File: config.mk
export PLATFORM = sky130hd
export DESIGN_NAME = led_blink_scheduler_flat
export DESIGN_NICKNAME = d
export VERILOG_FILES = /design/src/rtl/led_blink_scheduler_if.sv /design/src/rtl/led_blink_scheduler.sv /design/src/flat_wrapper.sv
export SDC_FILE = /design/constraint.sdc
export NUM_CORES = 1
export LEC_CHECK = 0
export ABC_CLOCK_PERIOD_IN_PS = 3000
export BUFFER_PORTS_ARGS = -buffer_cell sky130_fd_sc_hd__buf_2
export CORE_ASPECT_RATIO = 1.5
export CORE_MARGIN = 2
export CORE_UTILIZATION = 63
export CTS_CLUSTER_SIZE = 30
export DETAILED_ROUTE_END_ITERATION = 12
export GPL_TIMING_DRIVEN = 0
export MAX_ROUTING_LAYER = met4
export PLACE_DENSITY = 0.83
export RECOVER_POWER = 25
export SYNTH_ARGS = -nofsm -noshare
export SYNTH_HDL_FRONTEND = slang
export SYNTH_SLANG_ARGS = --single-unit
File: constraint.sdc
create_clock -name clk -period 3 [get_ports clk]
set_input_delay 0.45 -clock clk [delete_from_list [all_inputs] [get_ports clk]]
set_output_delay 0.45 -clock clk [all_outputs]
set_load 0.05 [all_outputs]
File: src/rtl/led_blink_scheduler_if.sv
// Request/status bundle between board status flags and one LED blink scheduler.
interface led_blink_scheduler_if #(
  parameter int unsigned NUM_SRC = 4
);
  localparam int unsigned SRC_W = (NUM_SRC > 1) ? $clog2(NUM_SRC) : 1;

  logic [NUM_SRC-1:0] req;
  logic               force_on;
  logic               led;
  logic               active;
  logic [SRC_W-1:0]   cur_src;
  logic               code_done;

  modport master (
    output req, force_on,
    input  led, active, cur_src, code_done
  );

  modport slave (
    input  req, force_on,
    output led, active, cur_src, code_done
  );
endinterface

File: src/rtl/led_blink_scheduler.sv
// Shares one status LED between NUM_SRC requesters using blink codes (k+1 flashes for requester k).
// Define STICKY_REQ_EN to latch requests so that single-cycle pulses are shown exactly once.
module led_blink_scheduler #(
  parameter int unsigned NUM_SRC   = 4,
  parameter int unsigned TICK_W    = 24,
  parameter int unsigned GAP_TICKS = 4
) (
  input  logic                    clk,
  input  logic                    rst,
  led_blink_scheduler_if.slave    bus
);
  localparam int unsigned SRC_W = (NUM_SRC > 1) ? $clog2(NUM_SRC) : 1;
  localparam int unsigned REM_W = $clog2(NUM_SRC + 1);
  localparam int unsigned GAP_W = (GAP_TICKS > 1) ? $clog2(GAP_TICKS + 1) : 1;

  typedef enum logic [1:0] {
    ST_IDLE = 2'd0,
    ST_ON   = 2'd1,
    ST_OFF  = 2'd2,
    ST_GAP  = 2'd3
  } state_e;

  state_e             state_q, state_d;
  logic [TICK_W-1:0]  cnt_q, cnt_d;
  logic [SRC_W-1:0]   cur_src_q, cur_src_d;
  logic [REM_W-1:0]   rem_q, rem_d;
  logic [GAP_W-1:0]   gap_q, gap_d;
  logic               hb_q, hb_d;
  logic               led_q, led_d;
  logic               active_q, active_d;
  logic               tick;
  logic               code_done;
  logic               fsm_led;
  logic [NUM_SRC-1:0] pending;
  logic               found;
  logic [SRC_W-1:0]   sel_src;
  logic [REM_W-1:0]   sel_rem;

  assign cnt_d = cnt_q + 1'b1;
  assign tick  = (cnt_q == '1);

`ifdef STICKY_REQ_EN
  logic [NUM_SRC-1:0] pending_q, pending_d;

  // Set wins: a request still high at code_done keeps its bit for another round.
  always_comb begin
    pending_d = pending_q | bus.req;
    for (int unsigned i = 0; i < NUM_SRC; i++) begin
      if (code_done && (cur_src_q == SRC_W'(i)) && !bus.req[i]) begin
        pending_d[i] = 1'b0;
      end
    end
  end

  always_ff @(posedge clk or posedge rst) begin
    if (rst) begin
      pending_q <= '0;
    end else begin
      pending_q <= pending_d;
    end
  end

  assign pending = pending_q;
`else
  assign pending = bus.req;
`endif

  // Lowest set index wins.
  always_comb begin
    found   = 1'b0;
    sel_src = '0;
    sel_rem = '0;
    for (int unsigned i = 0; i < NUM_SRC; i++) begin
      if (!found && pending[i]) begin
        found   = 1'b1;
        sel_src = SRC_W'(i);
        sel_rem = REM_W'(i + 1);
      end
    end
  end

  always_comb begin
    state_d   = state_q;
    cur_src_d = cur_src_q;
    rem_d     = rem_q;
    gap_d     = gap_q;
    hb_d      = hb_q;
    code_done = 1'b0;
    fsm_led   = 1'b0;
    case (state_q)
      ST_IDLE: begin
        fsm_led = hb_q;
        if (tick) begin
          if (!found) begin
            hb_d = ~hb_q;
          end else begin
            cur_src_d = sel_src;
            rem_d     = sel_rem;
            state_d   = ST_ON;
          end
        end
      end
      ST_ON: begin
        fsm_led = 1'b1;
        if (tick) begin
          state_d = ST_OFF;
        end
      end
      ST_OFF: begin
        if (tick) begin
          if (rem_q > REM_W'(1)) begin
            rem_d   = rem_q - REM_W'(1);
            state_d = ST_ON;
          end else begin
            gap_d   = GAP_W'(GAP_TICKS);
            state_d = ST_GAP;
          end
        end
      end
      ST_GAP: begin
        if (tick) begin
          if (gap_q > GAP_W'(1)) begin
            gap_d = gap_q - GAP_W'(1);
          end else begin
            code_done = 1'b1;
            state_d   = ST_IDLE;
          end
        end
      end
      default: state_d = ST_IDLE;
    endcase
    led_d    = bus.force_on ? 1'b1 : fsm_led;
    active_d = (state_q != ST_IDLE);
  end

  always_ff @(posedge clk or posedge rst) begin
    if (rst) begin
      state_q   <= ST_IDLE;
      cnt_q     <= '0;
      cur_src_q <= '0;
      rem_q     <= '0;
      gap_q     <= '0;
      hb_q      <= 1'b0;
      led_q     <= 1'b0;
      active_q  <= 1'b0;
    end else begin
      state_q   <= state_d;
      cnt_q     <= cnt_d;
      cur_src_q <= cur_src_d;
      rem_q     <= rem_d;
      gap_q     <= gap_d;
      hb_q      <= hb_d;
      led_q     <= led_d;
      active_q  <= active_d;
    end
  end

  assign bus.led       = led_q;
  assign bus.active    = active_q;
  assign bus.cur_src   = cur_src_q;
  assign bus.code_done = code_done;

endmodule

File: src/flat_wrapper.sv
// flat-port wrapper written by rule: the top's interface ports become plain ports
module led_blink_scheduler_flat 
#(
  parameter int unsigned NUM_SRC   = 4,
  parameter int unsigned TICK_W    = 24,
  parameter int unsigned GAP_TICKS = 4
)
  (clk, rst, bus_req, bus_force_on, bus_led, bus_active, bus_cur_src, bus_code_done);
  led_blink_scheduler_if #(.NUM_SRC(NUM_SRC)) bus_i ();
  input  logic clk;
  input  logic rst;
  input wire logic [$bits(bus_i.req)-1:0] bus_req;
  input wire logic [$bits(bus_i.force_on)-1:0] bus_force_on;
  output wire logic [$bits(bus_i.led)-1:0] bus_led;
  output wire logic [$bits(bus_i.active)-1:0] bus_active;
  output wire logic [$bits(bus_i.cur_src)-1:0] bus_cur_src;
  output wire logic [$bits(bus_i.code_done)-1:0] bus_code_done;
  assign bus_i.req = bus_req;
  assign bus_i.force_on = bus_force_on;
  assign bus_led = bus_i.led;
  assign bus_active = bus_i.active;
  assign bus_cur_src = bus_i.cur_src;
  assign bus_code_done = bus_i.code_done;
  led_blink_scheduler #(.NUM_SRC(NUM_SRC), .TICK_W(TICK_W), .GAP_TICKS(GAP_TICKS)) u_core (.clk(clk), .rst(rst), .bus(bus_i));
endmodule
* Word level (Yosys, flattened, before mapping) *
Cells that the tools add are included.
W data, S select, Z words.

storage, ports and cells
  register bits after elaboration = 37
  latch bits = 0
  memory bits (writable) = 0
  ROM bits = 0
  output and inout bits = 5
  logic and storage cells = 77
  memories kept = 0

operators by class
  $add $sub $neg = 3
  multipliers = 0
  divide/modulo/power cells = 0
  $lt $le $gt $ge = 2
  eq/ne operators = 13
  shifts and indexed selects = 0
  muxes and demuxes = 34
  bitwise logic cells = 2
  reduce and logical (&&, ||, !) cells = 15

operator list
  operator                 number
  $mux W3                  9
  $add A24 B1 Y24 const B  1
  $eq A24 B24 Y1 const B   1
  $mux W2                  11
  $ne A2 B1 Y1 const B     7
  $pmux W3 S2              2
  $mux W1                  10
  $reduce_and A5 Y1        2
  $pmux W2 S4              1
  $gt A3 B1 Y1 const B     2
  $reduce_and A3 Y1        2
  $reduce_and A6 Y1        1
  $reduce_bool A2 Y1       3
  $sub A3 B1 Y3 const B    2
  $eq A2 B2 Y1 const B     2
  $ne A2 B2 Y1 const B     2
  $logic_and A1 B1 Y1      3
  $logic_not A1 Y1         3
  $eq A2 B1 Y1 const B     1
  $logic_not A2 Y1         1
  $not A1 Y1               2
  $pmux W1 S2              1

* Logic depth before layout (Yosys ltp) *
Gate-level depths: netlist (run 1).

  depth after elaboration = 13
  mapped depth = 7
  depth with buffers taken out = 7

* Worst setup path after synthesis (run 1) *
OpenSTA, ideal clock, no wires.

  path kind = register to output
  start point = register u_core.cnt_q[16]
  end point = output port bus_code_done
  arrival = 2078 ps
  setup slack = 472 ps
  cell stages (with the launch flop) = 5
  buffers on the path = 0
  cells stage by stage = dfrtp_1 -> and4_4 -> nand4_4 -> or4_2 -> nor2_1

between the ends
  word-level cells in the longest chain between the ends = 3

ends and longest elaborated chain
  what                    RTL line                    source
  from (decl)             led_blink_scheduler.sv:24   logic [TICK_W-1:0] cnt_q, cnt_d;
  from (signal assigned)  led_blink_scheduler.sv:148  cnt_q <= cnt_d;
  $eq A24 B24 Y1          led_blink_scheduler.sv:40   assign tick = (cnt_q == '1);
  $mux W1                 led_blink_scheduler.sv:121  if (tick) begin
  $mux W1                 led_blink_scheduler.sv:90   case (state_q)
  to (decl)               flat_wrapper.sv:17          output wire logic [$bits(bus_i.code_done)-1:0] bus_code_done;

No other way between the ends.

* Worst setup path after layout (run 1) *
  start point = register u_core.cnt_q[4]
  end point = output port bus_code_done

The elaborated chain is that of the path after synthesis.

==> metrics.md, run 1 <==
| Metric | Value |
|---|---|
| Status | finished, final reports clean |
| Sequential Power Share | 59.7% |
| Share of cells above drive strength 1 | 16.0% |
| Gr usage total | 24.3% |
| Setup Fix Bufs, Post-CTS | 0 |
| Antenna diodes | 0 |
| Fin crit period | 2640 ps |
| Post-route cell area | 0.00200 sq mm |
| P_sw | 178 uW |
| Final setup viols | 0 |
| Worst VDD drop | 0.000421 V |
| Initial core utilization | 67.3% |
| CP startpoint kind | flip-flop |
| Finished Layout Cells | 224 |
| Final WL | 3400 microns |
| Final Hold Viols | 0 |
| CTS Hold Bufs | 0 |
| Post-DP Area | 0.00192 sq mm |
| Worst r2r src | u_core.cnt_q[0] |
| Core ar. | 0.00271 sq mm |
| Final net count | 200 |
| Number of global-route vias before repair | 1318 |
| Sequential share of the synthesized area | 50.9% |
| Post-CTS sizing | 0 |
| H-Tree Depth | 2 |
| Min-delay worst type | in2reg |
| LEAKAGE | 0.000901 uW |
| Vias per cell | 5.84 |
| Die ar. | 0.00334 sq mm |
| MaxCap Viol Count | 0 |
| Worst setup path startpoint | u_core.cnt_q[4] |
| Final global-route overflow total | 0 |
| Largest net degree at the start of global routing | 38 |
| Clk network pwr share | 37.8% |
| Combinational fraction of design power | 2.5% |
| Die height | 69.8 microns |
| Min-delay src | bus_force_on |
| Relative slew slack | 9.23% |
| DPL Wire Length | 2500 microns |
| First-pass GRT wire length | 5550 microns |
| Num CTS Buffers | 5 |
| Vias | 1309 |
| Fmax | 379 MHz |
| Cell variety after synth | 36 |
| Clock Latency Late Sink | 290 ps |
| ANT nets after route | 0 |
| Pins Over Slew Limit | 0 |
| Worst-Margin Slew | 1360 ps |
| IO Port Bufs | 11 |
| DRT Pass-1 Iters | 4 |
| Area Growth Syn to Fin | 9.62% |
| CP Data Required Time | 2550 ps |
| CTS root buf | clkbuf_8 |
| Die X | 47.9 microns |
| Final period util | 88.0% |
| Arr. time, crit path | 2190 ps |
| Final Wtd Congestion | 0.782 |
| RSZ-0062 raised after global routing | false |
| Yosys reg bits | 37 |
| First-iteration detailed-routing DRC count | 40 |
| Post-layout util | 73.8% |
| Cells after DPL | 218 |
| Synth Cell Area | 0.00182 sq mm |
| Syn Area/Cell | 10.7 sq um |
| IO Count | 12 |
| Setup Crit Path Kind | reg2out |
| DRC | 0 |
| CP Max Fanout | 5 |
| Min Hold Slack | 358 ps |
| Initial antenna violation count | 0 |
| Number of synthesis warnings | 0 |
| Clock transition at path regs | 70 ps |
| CTS tree | built |
| Post-Syn Instances | 170 |
| # rows | 23 |
| Clock tree buffer depth | 2 |
| Sw frac | 21.4% |
| Total nets after synthesis | 182 |
| Clock skew | 7.91 ps |
| Setup TNS | 0 ps |
| DR WL/cell | 15.2 microns |
| Pwr dens | 418 mW/mm^2 |
| CTS sink cnt | 37 |
| CP endpoint kind | output port |
| Int Pwr | 657 uW |
stage by stage:
stage / setup slack, ps / power [uW]
3_5_place_dp: 664 / 529
6_report: 359 / 835
4_1_cts: 347 / 848
3_3_place_gp: 696 / 528
5_1_grt: 190 / 869
2_1_floorplan: 472 / 520
layout by cell type (no fill, tap or decap), types with 2 or more instances in the layout:
cell and n:
a21oi_1 5, and3_1 2, and4_4 3, buf_2 11, clkbuf_1 2, clkbuf_8 5
dfrtp_1 37, ha_1 5, inv_1 12, mux2_2 3, mux2i_1 3, nand2_1 15
nand3_1 13, nand4_1 7, nor2_1 12, nor3_1 3, o21ai_0 2, o21bai_1 2
o22a_1 2, o22ai_1 3, xnor2_1 21, xor2_1 2
per-layer routing:
| metal | part of all wire, % | global-route usage (%) |
|---|---|---|
| met1 | 38 | 26.2 |
| met2 | 57 | 37.6 |
| met3 | 2.5 | 8.33 |
| met4 | 2.4 | 12.3 |
| met5 | 0 | - |
cells in the mapped netlist, drive strengths merged:
library cell | count | area [sq um]
a31oi | 1 | 6.26
o22a | 2 | 17.5
o21bai | 2 | 15.0
o21ba | 1 | 10.0
o2111a | 1 | 11.3
a311o | 1 | 10.0
a211oi | 1 | 7.51
xnor2 | 21 | 184
xor2 | 2 | 17.5
nor2 | 12 | 45.0
o21ai | 2 | 10.0
nand2b | 1 | 6.26
o21a | 1 | 7.51
nand2 | 15 | 56.3
and4 | 3 | 33.8
ha | 5 | 62.6
o22ai | 3 | 18.8
o211ai | 1 | 7.51
nor3 | 4 | 31.3
nand3 | 13 | 65.1
a21oi | 5 | 25.0
nor3b | 1 | 12.5
mux2 | 3 | 33.8
and3 | 2 | 12.5
and2 | 2 | 13.8
mux2i | 3 | 30.0
or4 | 2 | 20.0
nand4 | 8 | 65.1
dfrtp | 37 | 926
inv | 12 | 45.0
clkbuf | 2 | 7.51
nor4 | 1 | 6.26
area by class of cell:
cell class,count,area (sq um)
inverters,12,45.0
well taps,37,46.3
clock buffers,5,68.8
plain buffers,2,7.51
flip-flops and latches,37,926
repair buffers,11,55.1
fillers,198,709
multi-input cells,119,842
clock inverters,1,5.00
power groups by stage:
stage	clock network [uW]	registers, uW	logic, uW
global placement	0	508	19.6
floorplan	0	508	11.6
finish	316	499	20.6
detailed placement	0	508	20.4
global route	347	498	23.8
CTS	328	499	20.9
final timing paths:
path | endpoint | slack [ps] | depth (start not counted)
worst max-delay path | bus_code_done | 360 | 5
worst min-delay path | u_core.bus.led | 360 | 2
worst max register to register | u_core.bus.cur_src[0] | 790 | 6
worst min register to register | u_core.cnt_q[15] | 460 | 1
max in group asynchronous | u_core.cnt_q[16] | 1650 | 2
min in group asynchronous | u_core.bus.cur_src[1] | 530 | 2
cells by family after synthesis:
logic type                 share of synthesized area [%]
adders and majority gates                           3.44
xor gates and xnor gates                            11.1
AOI/OAI and AO/OA                                   8.04
buffers and inverters                               2.89
and+or+nand+nor                                     20.2
muxes                                               3.51
DFF                                                 50.9
flip-flops by register name (all words and copies together), names as in the netlist:
signal / count
u_core.cnt_q: 24
u_core.gap_q: 3
u_core.rem_q: 3
u_core.bus.cur_src: 2
u_core.state_q: 2
u_core.bus.active: 1
u_core.bus.led: 1
u_core.hb_q: 1
worst max-delay path: stages (launching register included):
cell and delay, ps:
dfrtp_1 410, and4_4 250, nand3_1 180, or4_2 700, nor2_1 100, buf_2 260
No activity file was read; power rests on OpenSTA's default activity.
==> inputs of run 2 (changes only) <==
--- a/config.mk
+++ b/config.mk
@@ -7,7 +7,6 @@
 export LEC_CHECK = 0
 export ABC_CLOCK_PERIOD_IN_PS = 3000
 export BUFFER_PORTS_ARGS = -buffer_cell sky130_fd_sc_hd__buf_2
-export CORE_ASPECT_RATIO = 1.5
 export CORE_MARGIN = 2
 export CORE_UTILIZATION = 63
 export CTS_CLUSTER_SIZE = 30
@@ -16,6 +15,7 @@
 export MAX_ROUTING_LAYER = met4
 export PLACE_DENSITY = 0.83
 export RECOVER_POWER = 25
+export SKIP_CTS_REPAIR_TIMING = 1
 export SYNTH_ARGS = -nofsm -noshare
 export SYNTH_HDL_FRONTEND = slang
 export SYNTH_SLANG_ARGS = --single-unit
==> metrics.md, run 2 (synthesis gave the netlist of run 1 again) <==
| Metric | Value |
|---|---|
| Status | finished, final reports clean |
| DRC | 0 |
| Num CTS Buffers | 5 |
| IO Port Bufs | 11 |
| Clock transition at path regs | 100 ps |
| Final WL | 3120 microns |
| CTS sink cnt | 37 |
| Worst path top cell family by delay | simple AND/OR/NAND/NOR gates |
| DRT Pass-1 Iters | 4 |
| Commonest non-fill, non-tap cell in the layout | dfrtp_1 |
| Final period util | 89.9% |
| Setup TNS | 0 ps |
| Arr. time, crit path | 2250 ps |
| Clk network pwr share | 32.2% |
| First-iteration detailed-routing DRC count | 53 |
| Final Hold Viols | 0 |
| Initial core utilization | 66.0% |
| IO Count | 12 |
| DPL Wire Length | 2380 microns |
| Core ar. | 0.00276 sq mm |
| Fillers | 212 |
| Combinational fraction of design power | 2.6% |
| Final net count | 200 |
| LEAKAGE | 0.000893 uW |
| MaxCap Viol Count | 0 |
| CP endpoint kind | output port |
| Min Hold Slack | 304 ps |
| Clock skew | 2.82 ps |
| CTS tree | built |
| P_sw | 171 uW |
| Area Growth Syn to Fin | 7.97% |
| Initial antenna violation count | 0 |
| Biggest regs | u_core.cnt_q (24), u_core.gap_q (3), u_core.rem_q (3) |
| First-pass GRT wire length | 5590 microns |
| Min-delay worst type | in2reg |
| Final setup viols | 0 |
| Largest reg by FF count | u_core.cnt_q |
| Die X | 57.8 microns |
| # rows | 19 |
| Final global-route overflow total | 0 |
| Sequential Power Share | 65.2% |
| ANT nets after route | 0 |
| Clock tree buffer depth | 2 |
| Clock Latency Late Sink | 340 ps |
| Crit-path max cell delay | 680 ps |
| Relative slew slack | 11.3% |
| Worst slack, placed | 675 ps |
| CP Data Required Time | 2550 ps |
| CP Max Fanout | 5 |
| Vias per cell | 5.83 |
| Die ar. | 0.00334 sq mm |
| Vias | 1282 |
| Largest net degree at the start of global routing | 38 |
| Share of cells above drive strength 1 | 16.4% |
| Sequential Area | 926 sq um |
| Setup Crit Path Kind | reg2out |
| Total power | 764 uW |
| RSZ-0062 raised after global routing | false |
| Fin crit period | 2700 ps |
| Gr usage total | 23.3% |
| Pwr dens | 389 mW/mm^2 |
| Final Wtd Congestion | 0.879 |
| Antenna diodes | 0 |
| Commonest cells after routing, fill and taps aside | 37 x dfrtp_1, 21 x xnor2_1, 15 x nand2_1, 13 x nand3_1 |
| Number of global-route vias before repair | 1280 |
| Crit path buffers/inverters | 1 |
| Max reg flops | 24 |
| CP startpoint kind | flip-flop |
| Die height | 57.8 microns |
| Area of the multi-input gates | 842 sq um |
| CTS root buf | clkbuf_4 |
| Fmax | 371 MHz |
| H-Tree Depth | 2 |
| Worst-Margin Slew | 1330 ps |
| Pins Over Slew Limit | 0 |
| Critical Path Slowest Stage Cell | or4_2 |
| Setup WS post-layout | 302 ps |
| Sw frac | 22.4% |
| Int Pwr | 593 uW |
| Cell breakdown of the critical path | and4_4, nand3_1, or4_2, nor2_1, buf_2 |
| DR WL/cell | 14.2 microns |
| Worst VDD drop | 0.000393 V |
==> run 2: routing by layer <==
metal,share of wire (%),GRT usage (%),routed length [microns],up-vias
met4,1.8,9.63,57,0
met3,4.1,7.37,128,6
li1,-,-,-,629
met1,43,27.5,1340,623
met2,51,37.0,1600,24
met5,0,-,0,-
==> run 2: final timing paths <==
kind	startpoint	slack [ps]	depth (start not counted)	endpoint
worst min-delay path	bus_force_on	300	2	u_core.bus.led
worst max register to register	u_core.cnt_q[0]	780	6	u_core.bus.cur_src[0]
worst min register to register	u_core.hb_q	480	1	u_core.hb_q
max in group asynchronous	rst	1750	2	u_core.cnt_q[11]
min in group asynchronous	rst	470	2	u_core.bus.cur_src[0]
worst max-delay path	u_core.cnt_q[4]	300	5	bus_code_done
==> run 2: cell type report <==
cell class,instances,area share (%)
sequential,37,47.1
clock buffer,6,2.10
inverter,12,2.29
clock inverter,2,0.509
tap,31,1.97
timing repair buffer,11,2.80
buffer,2,0.382
multi-input combinational,119,42.8
==> run 2: metrics by stage <==
| stage | std cells | util [%] | cell area (sq um) |
|---|---|---|---|
| finish | 220 | 71.3 | 1970 |
| global route | 220 | 71.3 | 1970 |
| CTS | 220 | 71.3 | 1970 |
| detailed placement | 212 | 69.4 | 1910 |
| global placement | 212 | 69.4 | 1910 |
| floorplan | 170 | - | 1820 |
==> run 2: power by group through the flow <==
stage                     clock network [uW]  registers [uW]  logic, uW
after floorplan                            0             508       11.6
after global placement                     0             508       19.8
after detailed placement                   0             508       20.4
after CTS                                253             498       20.6
after global routing                     279             499       23.4
final                                    246             498       19.8
